### src/rtl/probe_capture_packer_pkg.sv
// Shared types for the probe capture packer: trigger encodings, FSM states
// and the trigger decision used while armed.
package probe_capture_packer_pkg;

    typedef enum logic [1:0] {
        TRIG_IMM  = 2'd0,
        TRIG_RISE = 2'd1,
        TRIG_FALL = 2'd2,
        TRIG_ANY  = 2'd3
    } trig_mode_e;

    typedef enum logic [1:0] {
        ST_IDLE    = 2'd0,
        ST_ARMED   = 2'd1,
        ST_CAPTURE = 2'd2,
        ST_DONE    = 2'd3
    } state_e;

    function automatic logic trig_fire(trig_mode_e mode, logic prev, logic cur);
        logic fire;
        case (mode)
            TRIG_IMM:  fire = 1'b1;
            TRIG_RISE: fire = ~prev & cur;
            TRIG_FALL: fire = prev & ~cur;
            default:   fire = prev ^ cur;
        endcase
        return fire;
    endfunction

endpackage

### src/rtl/probe_word_fifo.sv
// Small synchronous word FIFO with a registered head-of-queue output,
// a flush that empties it in one cycle, and push-while-full-with-pop support.
module probe_word_fifo #(
    parameter int WORD_W = 32,
    parameter int DEPTH  = 4
) (
    input  logic              clk,
    input  logic              rst_n,
    input  logic              i_push,
    input  logic [WORD_W-1:0] i_din,
    input  logic              i_pop,
    input  logic              i_flush,
    output logic [WORD_W-1:0] o_dout,
    output logic              o_full,
    output logic              o_empty
);

    localparam int AW = $clog2(DEPTH);
    localparam logic [AW:0] CNT_FULL = (AW+1)'(DEPTH);

    logic [WORD_W-1:0] r_mem [DEPTH];
    logic [AW-1:0]     r_wr_ptr;
    logic [AW-1:0]     r_rd_ptr;
    logic [AW-1:0]     w_rd_next;
    logic [AW:0]       r_count;
    logic [WORD_W-1:0] r_dout;
    logic              w_do_push;
    logic              w_do_pop;

    assign o_full    = (r_count == CNT_FULL);
    assign o_empty   = (r_count == '0);
    assign o_dout    = r_dout;
    assign w_rd_next = r_rd_ptr + 1'b1;
    assign w_do_pop  = i_pop & ~o_empty & ~i_flush;
    assign w_do_push = i_push & ~i_flush & (~o_full | w_do_pop);

    // NOTE: sequential state uses <= so every flop samples pre-edge values.
    always_ff @(posedge clk) begin
        if (!rst_n) begin
            r_wr_ptr <= '0;
            r_rd_ptr <= '0;
            r_count  <= '0;
            r_dout   <= '0;
        end else if (i_flush) begin
            r_wr_ptr <= '0;
            r_rd_ptr <= '0;
            r_count  <= '0;
        end else begin
            if (w_do_push) r_wr_ptr <= r_wr_ptr + 1'b1;
            if (w_do_pop)  r_rd_ptr <= w_rd_next;
            case ({w_do_push, w_do_pop})
                2'b10:   r_count <= r_count + 1'b1;
                2'b01:   r_count <= r_count - 1'b1;
                default: r_count <= r_count;
            endcase
            // Head register tracks the oldest word so out_data never glitches.
            if (w_do_pop) begin
                if (r_count > (AW+1)'(1)) r_dout <= r_mem[w_rd_next];
                else if (w_do_push)       r_dout <= i_din;
            end else if (o_empty && w_do_push) begin
                r_dout <= i_din;
            end
        end
    end

    // NOTE: storage has no reset; the count and pointers decide what is valid.
    always_ff @(posedge clk) begin
        if (w_do_push) r_mem[r_wr_ptr] <= i_din;
    end

endmodule

### src/rtl/probe_capture_packer.sv
// Triggered, decimated capture of a single probe bit, packed LSB-first into
// words and streamed out through a small FIFO on a valid/ready interface.
module probe_capture_packer
    import probe_capture_packer_pkg::*;
#(
    parameter int WORD_W = 32,
    parameter int DIV_W  = 16,
    parameter int CNT_W  = 16,
    parameter int DEPTH  = 4
) (
    input  logic              clk,
    input  logic              rst_n,
    input  logic              data_in,
    input  logic              start,
    input  logic              abort,
    input  logic [1:0]        trig_mode,
    input  logic [DIV_W-1:0]  div,
    input  logic [CNT_W-1:0]  num_words,
    output logic [WORD_W-1:0] out_data,
    output logic              out_valid,
    input  logic              out_ready,
    output logic              busy,
    output logic              done,
    output logic              overflow
);

    localparam int BIT_W = $clog2(WORD_W);

    state_e            r_state;
    state_e            w_state_next;
    logic              r_prev;
    logic [DIV_W-1:0]  r_div;
    logic [DIV_W-1:0]  r_presc;
    logic [BIT_W-1:0]  r_bitcnt;
    logic [WORD_W-1:0] r_shift;
    logic [CNT_W-1:0]  r_wcnt;
    logic              r_done;
    logic              r_ovf;

    logic              w_armed_trig;
    logic              w_sample;
    logic              w_word_end;
    logic              w_last_word;
    logic              w_pop;
    logic              w_drop;
    logic              w_fifo_full;
    logic              w_fifo_empty;
    logic [WORD_W-1:0] w_word;

    // start and abort both pre-empt any trigger or sample in the same cycle.
    assign w_armed_trig = (r_state == ST_ARMED) & ~start & ~abort &
                          trig_fire(trig_mode_e'(trig_mode), r_prev, data_in);
    assign w_sample     = w_armed_trig |
                          ((r_state == ST_CAPTURE) & ~start & ~abort & (r_presc == r_div));
    assign w_word_end   = w_sample & (r_bitcnt == BIT_W'(WORD_W - 1));
    assign w_last_word  = w_word_end & (num_words != '0) & ((r_wcnt + CNT_W'(1)) == num_words);
    assign w_pop        = out_valid & out_ready;
    assign w_drop       = w_word_end & w_fifo_full & ~w_pop;

    assign out_valid = ~w_fifo_empty;
    assign busy      = (r_state == ST_ARMED) | (r_state == ST_CAPTURE);
    assign done      = r_done;
    assign overflow  = r_ovf;

    always_comb begin
        w_word           = r_shift;
        w_word[r_bitcnt] = data_in;
    end

    always_ff @(posedge clk) begin
        if (!rst_n) r_state <= ST_IDLE;
        else        r_state <= w_state_next;
    end

    // NOTE: default assigned first so no path leaves w_state_next unassigned (no latch).
    always_comb begin
        w_state_next = r_state;
        if (abort) begin
            w_state_next = ST_IDLE;
        end else if (start) begin
            w_state_next = ST_ARMED;
        end else begin
            case (r_state)
                ST_ARMED:   if (w_armed_trig) w_state_next = ST_CAPTURE;
                ST_CAPTURE: if (w_last_word)  w_state_next = ST_DONE;
                default:    w_state_next = r_state;
            endcase
        end
    end

    always_ff @(posedge clk) begin
        if (!rst_n) begin
            r_prev   <= 1'b0;
            r_div    <= '0;
            r_presc  <= '0;
            r_bitcnt <= '0;
            r_shift  <= '0;
            r_wcnt   <= '0;
            r_done   <= 1'b0;
            r_ovf    <= 1'b0;
        end else begin
            r_prev <= data_in;
            if (abort) begin
                r_bitcnt <= '0;
            end else if (start) begin
                r_bitcnt <= '0;
                r_shift  <= '0;
                r_wcnt   <= '0;
                r_done   <= 1'b0;
                r_ovf    <= 1'b0;
            end else begin
                if (w_armed_trig) begin
                    r_div   <= div;
                    r_presc <= '0;
                end else if (r_state == ST_CAPTURE) begin
                    r_presc <= (r_presc == r_div) ? '0 : r_presc + 1'b1;
                end
                if (w_sample) begin
                    r_shift  <= w_word;
                    r_bitcnt <= w_word_end ? '0 : r_bitcnt + 1'b1;
                end
                if (w_word_end)  r_wcnt <= r_wcnt + 1'b1;
                if (w_drop)      r_ovf  <= 1'b1;
                if (w_last_word) r_done <= 1'b1;
            end
        end
    end

    probe_word_fifo #(
        .WORD_W (WORD_W),
        .DEPTH  (DEPTH)
    ) u_fifo (
        .clk     (clk),
        .rst_n   (rst_n),
        .i_push  (w_word_end),
        .i_din   (w_word),
        .i_pop   (w_pop),
        .i_flush (abort),
        .o_dout  (out_data),
        .o_full  (w_fifo_full),
        .o_empty (w_fifo_empty)
    );

endmodule
### config.mk
export PLATFORM = sky130hd
export DESIGN_NAME = probe_capture_packer
export DESIGN_NICKNAME = d
export VERILOG_FILES = /design/src/rtl/probe_capture_packer_pkg.sv /design/src/rtl/probe_word_fifo.sv /design/src/rtl/probe_capture_packer.sv
export SDC_FILE = /design/constraint.sdc
export NUM_CORES = 1
export LEC_CHECK = 0
export BUFFER_PORTS_ARGS = -buffer_cell sky130_fd_sc_hd__buf_2
export CAP_MARGIN = 0
export CORE_ASPECT_RATIO = 1.2
export CORE_UTILIZATION = 60
export DETAILED_ROUTE_END_ITERATION = 10
export PLACE_DENSITY = 0.79
export SYNTH_ARGS = -nofsm -noshare
export SYNTH_HDL_FRONTEND = slang
export SYNTH_HIERARCHICAL = 1
export SYNTH_SLANG_ARGS = --single-unit
### constraint.sdc
create_clock -name clk -period 4.1 [get_ports clk]
set_input_delay 0.205 -clock clk [delete_from_list [all_inputs] [get_ports clk]]
set_output_delay 0.205 -clock clk [all_outputs]
set_load 0.05 [all_outputs]
# --- After elaboration in Yosys (flattened, before gate mapping) ---
# Memory sizes are Yosys's and may differ from the RTL's.
# Cells that the tools add are included.
classes:
  add_sub_neg: 7
  n_lt_le_gt_ge: 3
  n_eq_ne: 15
  muxes: 27
  bitwise_logic: 30
  n_reduce_logical: 25
ops:
  columns: ["cell", "n"]
  rows:
  - ["32-bit 2-to-1 mux", 6]
  - ["16-bit 2-to-1 mux", 5]
  - ["16-bit by 1-bit adder with 16-bit output, second input constant", 2]
  - ["32-bit bitwise mux", 1]
  - ["16-bit equality test", 2]
  - ["1-bit AND", 18]
  - ["16-bit nonzero test", 1]
  - ["2-bit nonzero test", 8]
  - ["3-bit AND reduction", 5]
  - ["1-bit 2-to-1 mux", 8]
  - ["1-bit inverter", 8]
  - ["2-bit AND reduction", 4]
  - ["2-bit by 1-bit equality test with 1-bit output, second input constant", 3]
  - ["2-bit equality test, second input constant", 3]
  - ["5-bit by 6-bit < comparator with 1-bit output, second input constant", 1]
  - ["3-bit != test, second input constant", 2]
  - ["3-bit case mux with 2 select lines", 1]
  - ["5-bit by 1-bit adder with 5-bit output, second input constant", 1]
  - ["1-bit demux with 5-bit select", 1]
  - ["5-bit equality test, second input constant", 1]
  - ["5-bit by 1-bit greater-or-equal comparator with 1-bit output, second input constant", 1]
  - ["5-bit 2-to-1 mux", 1]
  - ["2-bit by 1-bit adder with 2-bit output, second input constant", 2]
  - ["2-bit 2-to-1 mux", 2]
  - ["16 further kinds", 20]
totals:
  ff_bits: 129
  mem_bits_rw: 128
  in_bits: 40
  output_inout_bits: 36
  word_cells: 122
  mem_count: 1
mem_list:
  columns: ["memory", "words", "word_bits", "rd", "rd_ports_with_merged_regs", "wr", "line", "source"]
  rows:
  - ["u_fifo.r_mem", 4, 32, 1, 0, 1, "probe_word_fifo.sv:21", "logic [WORD_W-1:0] r_mem [DEPTH];"]

# --- Longest topological paths before layout ---
# Gate-level depths: netlist of the first run.
depth:
  word_depth: 11
  mapped_depth: 16
  mapped_depth_nobuf: 11

# --- Modules after synthesis ---
# Netlist of the first run, hierarchy kept.
modules_own_cells:
  columns: ["module", "instances", "cells_each", "area_per_inst_um2", "seq_area_each_um2"]
  rows:
  - ["probe_word_fifo", 1, 408, 6543.8, 4624.4]
  - ["probe_capture_packer", 1, 630, 5077.4, 1801.7]

# --- Least setup slack after synthesis of the first run ---
# No wires, ideal clock.
synth_timing:
  kind: "input -> register"
  startpoint: "in data_in"
  endpoint: "mem u_fifo.r_mem[0][0] (enable)"
  setup_time_ns: 0.392
  arrival_time_ns: 3.232
  required_ns: 3.708
  setup_slack_ns: 0.475
  cell_stages: 13
  path_buffers: 4
  path_cell_list: "inv_1 > clkbuf_1 > ha_1 > nand2b_1 > a311oi_2 > o21a_1 > buf_2 > o211ai_2 > clkbuf_1 > inv_2 > nor2b_1 > buf_2 > and3_1"
synth_via:
  elab_chain_len: 10
  word_cells_on_any_way: 12
  classes_between: "3 x mux; 9 x bitwise"
synth_rtl:
  columns: ["item", "line", "source"]
  rows:
  - ["start: declaration", "probe_capture_packer.sv:13", "input logic data_in,"]
  - ["1-bit inverter", "probe_capture_packer_pkg.sv:24", "TRIG_FALL: fire = prev & ~cur;"]
  - ["1-bit AND", "probe_capture_packer_pkg.sv:24", null]
  - ["1-bit case mux with 3 select lines (*)", "probe_capture_packer_pkg.sv:21", "case (mode)"]
  - ["1-bit AND (*)", "probe_capture_packer.sv:51", "assign w_armed_trig = (r_state == ST_ARMED) & ~start & ~abort &"]
  - ["1-bit bitwise OR (*)", "probe_capture_packer.sv:53", "assign w_sample = w_armed_trig |"]
  - ["1-bit AND (*)", "probe_capture_packer.sv:55", "assign w_word_end = w_sample & (r_bitcnt == BIT_W'(WORD_W - 1));"]
  - ["named net w_word_end", "probe_capture_packer.sv:42", "logic w_word_end;"]
  - ["1-bit AND (*) (2 in a row)", "probe_word_fifo.sv:35", "assign w_do_push = i_push & ~i_flush & (~o_full | w_do_pop);"]
  - ["1-bit 2-to-1 mux (*)", "probe_word_fifo.sv:68", "if (w_do_push) r_mem[r_wr_ptr] <= i_din;"]
  - ["1-bit 2-to-1 mux (implied by the code) (*)", "probe_word_fifo.sv:68", null]
  - ["end: declaration", "probe_word_fifo.sv:21", null]
# The timed path passes the listed nets; every way through them passes the cells marked *.

# --- Worst setup path after layout of the first run ---
layout_timing:
  startpoint: "in data_in"
  endpoint: "mem u_fifo.r_mem[0][10] (enable)"
# The elaborated chain is that of the path after synthesis.

==> results of run 1 <==
cells by family (layout without fill, tap and decap cells):
logic type,after synthesis,in the layout,synth area share
AND/OR/NAND/NOR,362,362,0.153
XOR/XNOR,53,53,0.0399
flip-flops,257,257,0.553
AO/OA/AOI/OAI,224,224,0.128
multiplexers,34,34,0.0663
buffers and inverters,89,178,0.0390
adder cells (fa/ha/maj),19,19,0.0205
final cells by class:
cell class / instances / area share
multi-input combinational: 692 / 0.365
tap: 256 / 0.0246
timing repair buffer: 109 / 0.0518
sequential: 257 / 0.494
clock inverter: 13 / 0.00712
clock buffer: 32 / 0.0501
inverter: 24 / 0.00693
per-stage QoR:
stage          worst slack (ns)  cell area, um^2
4_1_cts                   0.603            13000
2_1_floorplan             0.475            11600
5_1_grt                   0.387            13000
3_3_place_gp              0.734            12100
3_5_place_dp              0.616            12100
6_report                  0.575            13000
worst paths after layout:
kind | end | cells past startpoint | slack (ns)
setup / recovery | u_fifo/r_mem[0][10] | 12 | 0.57
hold / removal | r_state[0] | 3 | 0.09
setup reg to reg | u_fifo/r_mem[0][10] | 9 | 0.67
hold reg to reg | done | 2 | 0.45
metal layers:
layer,GRT usage,routed length [um]
met1,0.309,9820
met3,0.0256,1130
met5,0,0
met2,0.469,13200
met4,0.0930,631
worst max-delay path: stages:
cell	delay [ns]
dlygate4sd3_1	0.52
buf_2	0.12
inv_1	0.06
ha_1	0.28
nand2b_1	0.15
a311oi_2	0.36
o21a_1	0.36
o211ai_2	0.17
inv_2	0.26
nor2b_1	0.50
and3_1	0.25
buf_4	0.43
Yosys cell counts (3+ instances only):
cell / number / area (um^2)
o21ai_1: 28 / 140
a31oi_1: 34 / 213
edfxtp_1: 128 / 3840
and2_1: 6 / 37.5
a21oi_1: 20 / 100
xor2_1: 20 / 175
nor2b_1: 11 / 68.8
nand3_1: 29 / 145
nand4b_1: 3 / 26.3
or4_1: 6 / 45.0
nand3b_1: 5 / 37.5
nand4_1: 16 / 100
mux4_2: 24 / 541
xnor2_1: 33 / 289
mux4_1: 8 / 210
nor2_1: 41 / 154
o21a_1: 3 / 22.5
dfxtp_1: 129 / 2580
nand2_1: 184 / 691
inv_1: 22 / 82.6
clkbuf_1: 29 / 109
ha_1: 19 / 238
a21boi_0: 35 / 263
a32o_1: 28 / 280
or3_1: 6 / 37.5
o21ai_0: 58 / 290
o221ai_1: 3 / 26.3
buf_6: 10 / 113
and3_1: 9 / 56.3
nor3b_1: 5 / 37.5
nor4_1: 6 / 37.5
nand2b_1: 7 / 43.8
buf_2: 21 / 105
nor3_1: 9 / 45.0
cell usage in the layout, fill, tap and decap left out, drive strengths merged, types with 2 or more instances in the layout:
| cell type | Yosys | final |
|---|---|---|
| a211o | 2 | 2 |
| a21boi | 35 | 35 |
| a21oi | 20 | 20 |
| a311oi | 2 | 2 |
| a31oi | 34 | 34 |
| a32o | 28 | 28 |
| and2 | 6 | 6 |
| and3 | 10 | 10 |
| and4 | 2 | 2 |
| buf | 35 | 92 |
| clkbuf | 30 | 32 |
| clkinv | 0 | 10 |
| dfxtp | 129 | 129 |
| dlygate4sd3 | 0 | 17 |
| edfxtp | 128 | 128 |
| ha | 19 | 19 |
| inv | 24 | 25 |
| mux2i | 2 | 2 |
| mux4 | 32 | 32 |
| nand2 | 184 | 184 |
| nand2b | 9 | 9 |
| nand3 | 31 | 31 |
| nand3b | 5 | 5 |
| nand4 | 18 | 18 |
| nand4b | 3 | 3 |
| nor2 | 43 | 43 |
| nor2b | 11 | 11 |
| nor3 | 10 | 10 |
| nor3b | 5 | 5 |
| nor4 | 8 | 8 |
| o211ai | 3 | 3 |
| o21a | 3 | 3 |
| o21ai | 87 | 87 |
| o221ai | 3 | 3 |
| or3 | 7 | 7 |
| or4 | 6 | 6 |
| xnor2 | 33 | 33 |
| xor2 | 20 | 20 |
state kept, by name, summed over array words and instances, names as in the netlist:
signal and count:
u_fifo/o_dout 32, r_shift 32, u_fifo/r_mem 128, r_div 16, overflow 1, u_fifo/r_rd_ptr 2, r_prev 1, u_fifo/r_count 3
u_fifo/r_wr_ptr 2, done 1, r_presc 16, r_state 2, r_bitcnt 5, r_wcnt 16
power by group through the flow:
stage / Clock [mW] / Sequential (mW) / Combinational, mW
after detailed placement: 0 / 2.73 / 0.125
after floorplan: 0 / 2.73 / 0.0751
final: 2.12 / 2.68 / 0.139
after global placement: 0 / 2.73 / 0.123
after CTS: 2.16 / 2.68 / 0.137
after global routing: 2.25 / 2.67 / 0.151
repair_timing:
| item | CTS | global route |
|---|---|---|
| hold buffers | 17 | 0 |
| hold endpoints to repair | 17 | 0 |
| endpoints found under the setup margin | 0 | 0 |
==> flow_summary.ini, run 1 <==
[cts]
clk_path_buf_depth = 3
clock_sinks = 257
cts_max_level = 1
cts_resized = 0
clk_root_buffer_cell = clkbuf_16
clock_latency_ns = 0.51
cts_made_buffers = 25
cts_tree = built
clk_pin_slew_worst_paths_ns = 0.06
cts_setup_buffers = 0

[cells_and_area]
antenna_cells = 0
drive_above_1_share = 0.155
multiInputGateArea_um2 = 4740
fill_cells = 1371
fin_cells = 1383
area_growth_syn_to_layout_pct = 11.9
layout.nets = 1168
register_area_um2 = 6430
final_util = 0.687

[grt]
grt_overflow = 0
grt_start_max_net_pins = 65
antenna_found_initial = 0
grt_pass1_vias = 7959
grt_pass1_wl_um = 40300
grtUsageTotal = 0.256

[logic_synthesis]
synth.avg_cell_area_um2 = 11.2
synth-async-reset-ratio = 0
syn_area_um2 = 11600
yosysWarnings = 6
synth_edf_count = 128
synth_seq_cells = 257
yosysSeqAreaShare = 0.553
syn_nets = 1097
ys_types = 68
synth-main-ff-cell = dfxtp_1
synth_cells = 1038

[floorplanning]
core_um2 = 18900
start_util = 0.614
placementRows = 55
die_w_um = 129
die_area_um2 = 19900
die_y_um = 154
pin_count = 76

[placed_design]
dp_hpwl_um = 15200
port_buffers = 75
place.gp.congestion = 0.848
dp.cells = 1321

[pwr]
intPower_mw = 3.92
p_seq_frac = 0.542
combPwrFrac = 0.028
p_leak_nw = 4.73
ir_drop_v = 0.000335
p_clk_frac = 0.430
swShare = 0.206
pwr_density_cell_nw_per_um2 = 380
p_total_mw = 4.94
power.switching_mw = 1.02

[routing]
drc = 0
wl_um = 24700
drtAntennaViolNets = 0
via_count = 8218
drt_first_pass_iters = 5
drt_iter0_drc = 592
routed_via_density = 5.94
wl_per_cell_um = 17.9

[sta]
fin_hold_ws_ns = 0.0949
fin_crit_ns = 3.53
maxSlewViolCount = 0
worstMarginPinSlew_ns = 1.19
fin_skew_ns = 0.0108
timing.final.crit_share = 0.860
relSlewSlack = 0.210
rsz0062_at_grt = false
setup_tns_ns = 0
report.final.hold_viol_count = 0
max_freq_mhz = 284
setup_viol = 0

[critical_path]
worstPathMaxFanout = 32
cp-start-kind = input port
cp-end-kind = flop
critPathRequiredTime_ns = 4.25
critPathKind = in2reg
cp-startpoint = data_in
r2r_start = r_prev
cp.arrival_ns = 3.68

[worst_hold_path]
min_from = abort
hp-class = in2reg

[run]
maxCapViolCount = 0

[status]
outcome = finished, final reports clean
No activity file was read; power rests on OpenSTA's default activity.
==> run 2, diff against run 1 <==
==> constraint.sdc (replaced) <==
create_clock -name clk -period 4.1 [get_ports clk]
set_input_delay 0.41 -clock clk [delete_from_list [all_inputs] [get_ports clk]]
set_output_delay 0.41 -clock clk [all_outputs]
set_load 0.05 [all_outputs]
==> run 2 against run 1 <==
  * Total power increased by 7.8%
  * Cell area about the same
  * First-iteration DRC count increased by 3.7%
  * Routed wire length about the same
  * Setup slack improved by 0.26 ns
  * Sequential cell count unchanged
  * Register-to-register slack improved by 0.16 ns
  * Cell count decreased by 1.3%
  * Maximum frequency increased by 7.9%
  * Sequential power about the same
  * Via count decreased by 1.2%
  * Critical endpoint is now u_fifo/r_mem[1][9]
  * Largest power group unchanged
==> flow_summary.ini, run 2 (synthesized netlist as in run 1, its figures left out) <==
[sta]
rsz0062_at_grt = false
fin_skew_ns = 0.0170
timing.final.crit_share = 0.797
max_freq_mhz = 306
fin_hold_ws_ns = 0.129
setup_viol = 0
fin_crit_ns = 3.27
report.final.hold_viol_count = 0
relSlewSlack = 0.207
maxSlewViolCount = 0
setup_tns_ns = 0
worstMarginPinSlew_ns = 1.19

[status]
outcome = finished, final reports clean

[cells_and_area]
antenna_cells = 0
area_growth_syn_to_layout_pct = 11.8
fin_cells = 1365
layout.nets = 1150
largest_reg_flops = 128
final_cell_mix = 184 x nand2_1, 128 x dfxtp_1, 128 x edfxtp_1
final_util = 0.686
top_register = u_fifo/r_mem
final_common_cell = nand2_1
fill_cells = 1371
drive_above_1_share = 0.164

[floorplanning]
die_area_um2 = 19900
start_util = 0.614
die_w_um = 129
placementRows = 55
core_um2 = 18900
pin_count = 76
die_y_um = 154

[routing]
drc = 0
routed_via_density = 5.95
wl_per_cell_um = 18.1
via_count = 8116
drt_first_pass_iters = 6
wl_um = 24700
drt_iter0_drc = 614
drtAntennaViolNets = 0

[grt]
grt_start_max_net_pins = 65
grt_pass1_wl_um = 40500
busiest_layer = met2
gr-usage-met3 = 0.0287
grt_use_met2 = 0.467
grt_pass1_vias = 8096
antenna_found_initial = 0
grt_overflow = 0
use_met1 = 0.318
grtUsageTotal = 0.258

[critical_path]
critPathRequiredTime_ns = 4.25
cp-start-kind = flop
critPathKind = reg2reg
worstPathMaxFanout = 32
cp-end-kind = flop
cp.arrival_ns = 3.41

[pwr]
ir_drop_v = 0.000524
p_seq_frac = 0.503
p_leak_nw = 4.74
p_clk_frac = 0.473
intPower_mw = 4.27
pwr_density_cell_nw_per_um2 = 410
swShare = 0.198
power.switching_mw = 1.05
combPwrFrac = 0.024
p_total_mw = 5.32

[run]
maxCapViolCount = 0

[cts]
cts_max_level = 1
clock_sinks = 257
cts_setup_buffers = 0
clock_latency_ns = 0.52
cts_resized = 0
cts_made_buffers = 25
clk_pin_slew_worst_paths_ns = 0.06
clk_root_buffer_cell = clkbuf_16
cts_tree = built
holdBufCountCts = 0
clk_path_buf_depth = 3

[placed_design]
dp.cells = 1320
place.gp.congestion = 0.865
dp_hpwl_um = 15400
port_buffers = 75

[worst_hold_path]
hp-class = in2reg
run 2: power by group through the flow:
stage / Clock [mW] / Sequential, mW / Combinational [mW]
finish: 2.52 / 2.68 / 0.126
global route: 2.66 / 2.67 / 0.137
CTS: 2.55 / 2.68 / 0.125
detailed placement: 0 / 2.73 / 0.125
global placement: 0 / 2.73 / 0.123
floorplan: 0 / 2.73 / 0.0751
run 2: path summary, 6_finish.rpt:
check / start / end / slack, ns / cells after the start
setup / recovery: r_bitcnt[0] / u_fifo/r_mem[1][9] / 0.83 / 9
hold / removal: data_in / r_prev / 0.13 / 2
setup reg to reg: r_bitcnt[0] / u_fifo/r_mem[1][9] / 0.83 / 9
hold reg to reg: done / done / 0.44 / 2
run 2: critical path, stage by stage (launching register included):
cell and delay, ns:
dfxtp_1 0.45, ha_1 0.44, and3_1 0.28, ha_1 0.35, o211ai_2 0.15, inv_2 0.25, nor2b_1 0.18, buf_4 0.16
and3_1 0.16, buf_4 0.43
run 2: layout make-up:
| type | instances | area [um^2] | area share |
|---|---|---|---|
| clock inverters | 12 | 194 | 0.0149 |
| clock buffers | 33 | 718 | 0.0553 |
| well taps | 256 | 320 | 0.0247 |
| multi-input cells | 692 | 4740 | 0.365 |
| repair buffers | 91 | 495 | 0.0381 |
| inverters | 24 | 90.1 | 0.00694 |
| flip-flops and latches | 257 | 6430 | 0.495 |
run 2: routing by layer:
layer  vias up  wire [um]  share of wire
li1       3910          -              -
met1      3937      10000           0.41
met2       223      12900           0.52
met3        46       1220          0.049
met4         0        610          0.025
met5         -          0              0
run 2: stage by stage:
| stage | instance area (um^2) | setup slack [ns] |
|---|---|---|
| after floorplan | 11600 | 0.270 |
| after global placement | 12100 | 0.768 |
| after detailed placement | 12100 | 0.668 |
| after CTS | 13000 | 0.899 |
| after global routing | 13000 | 0.655 |
| final | 13000 | 0.831 |
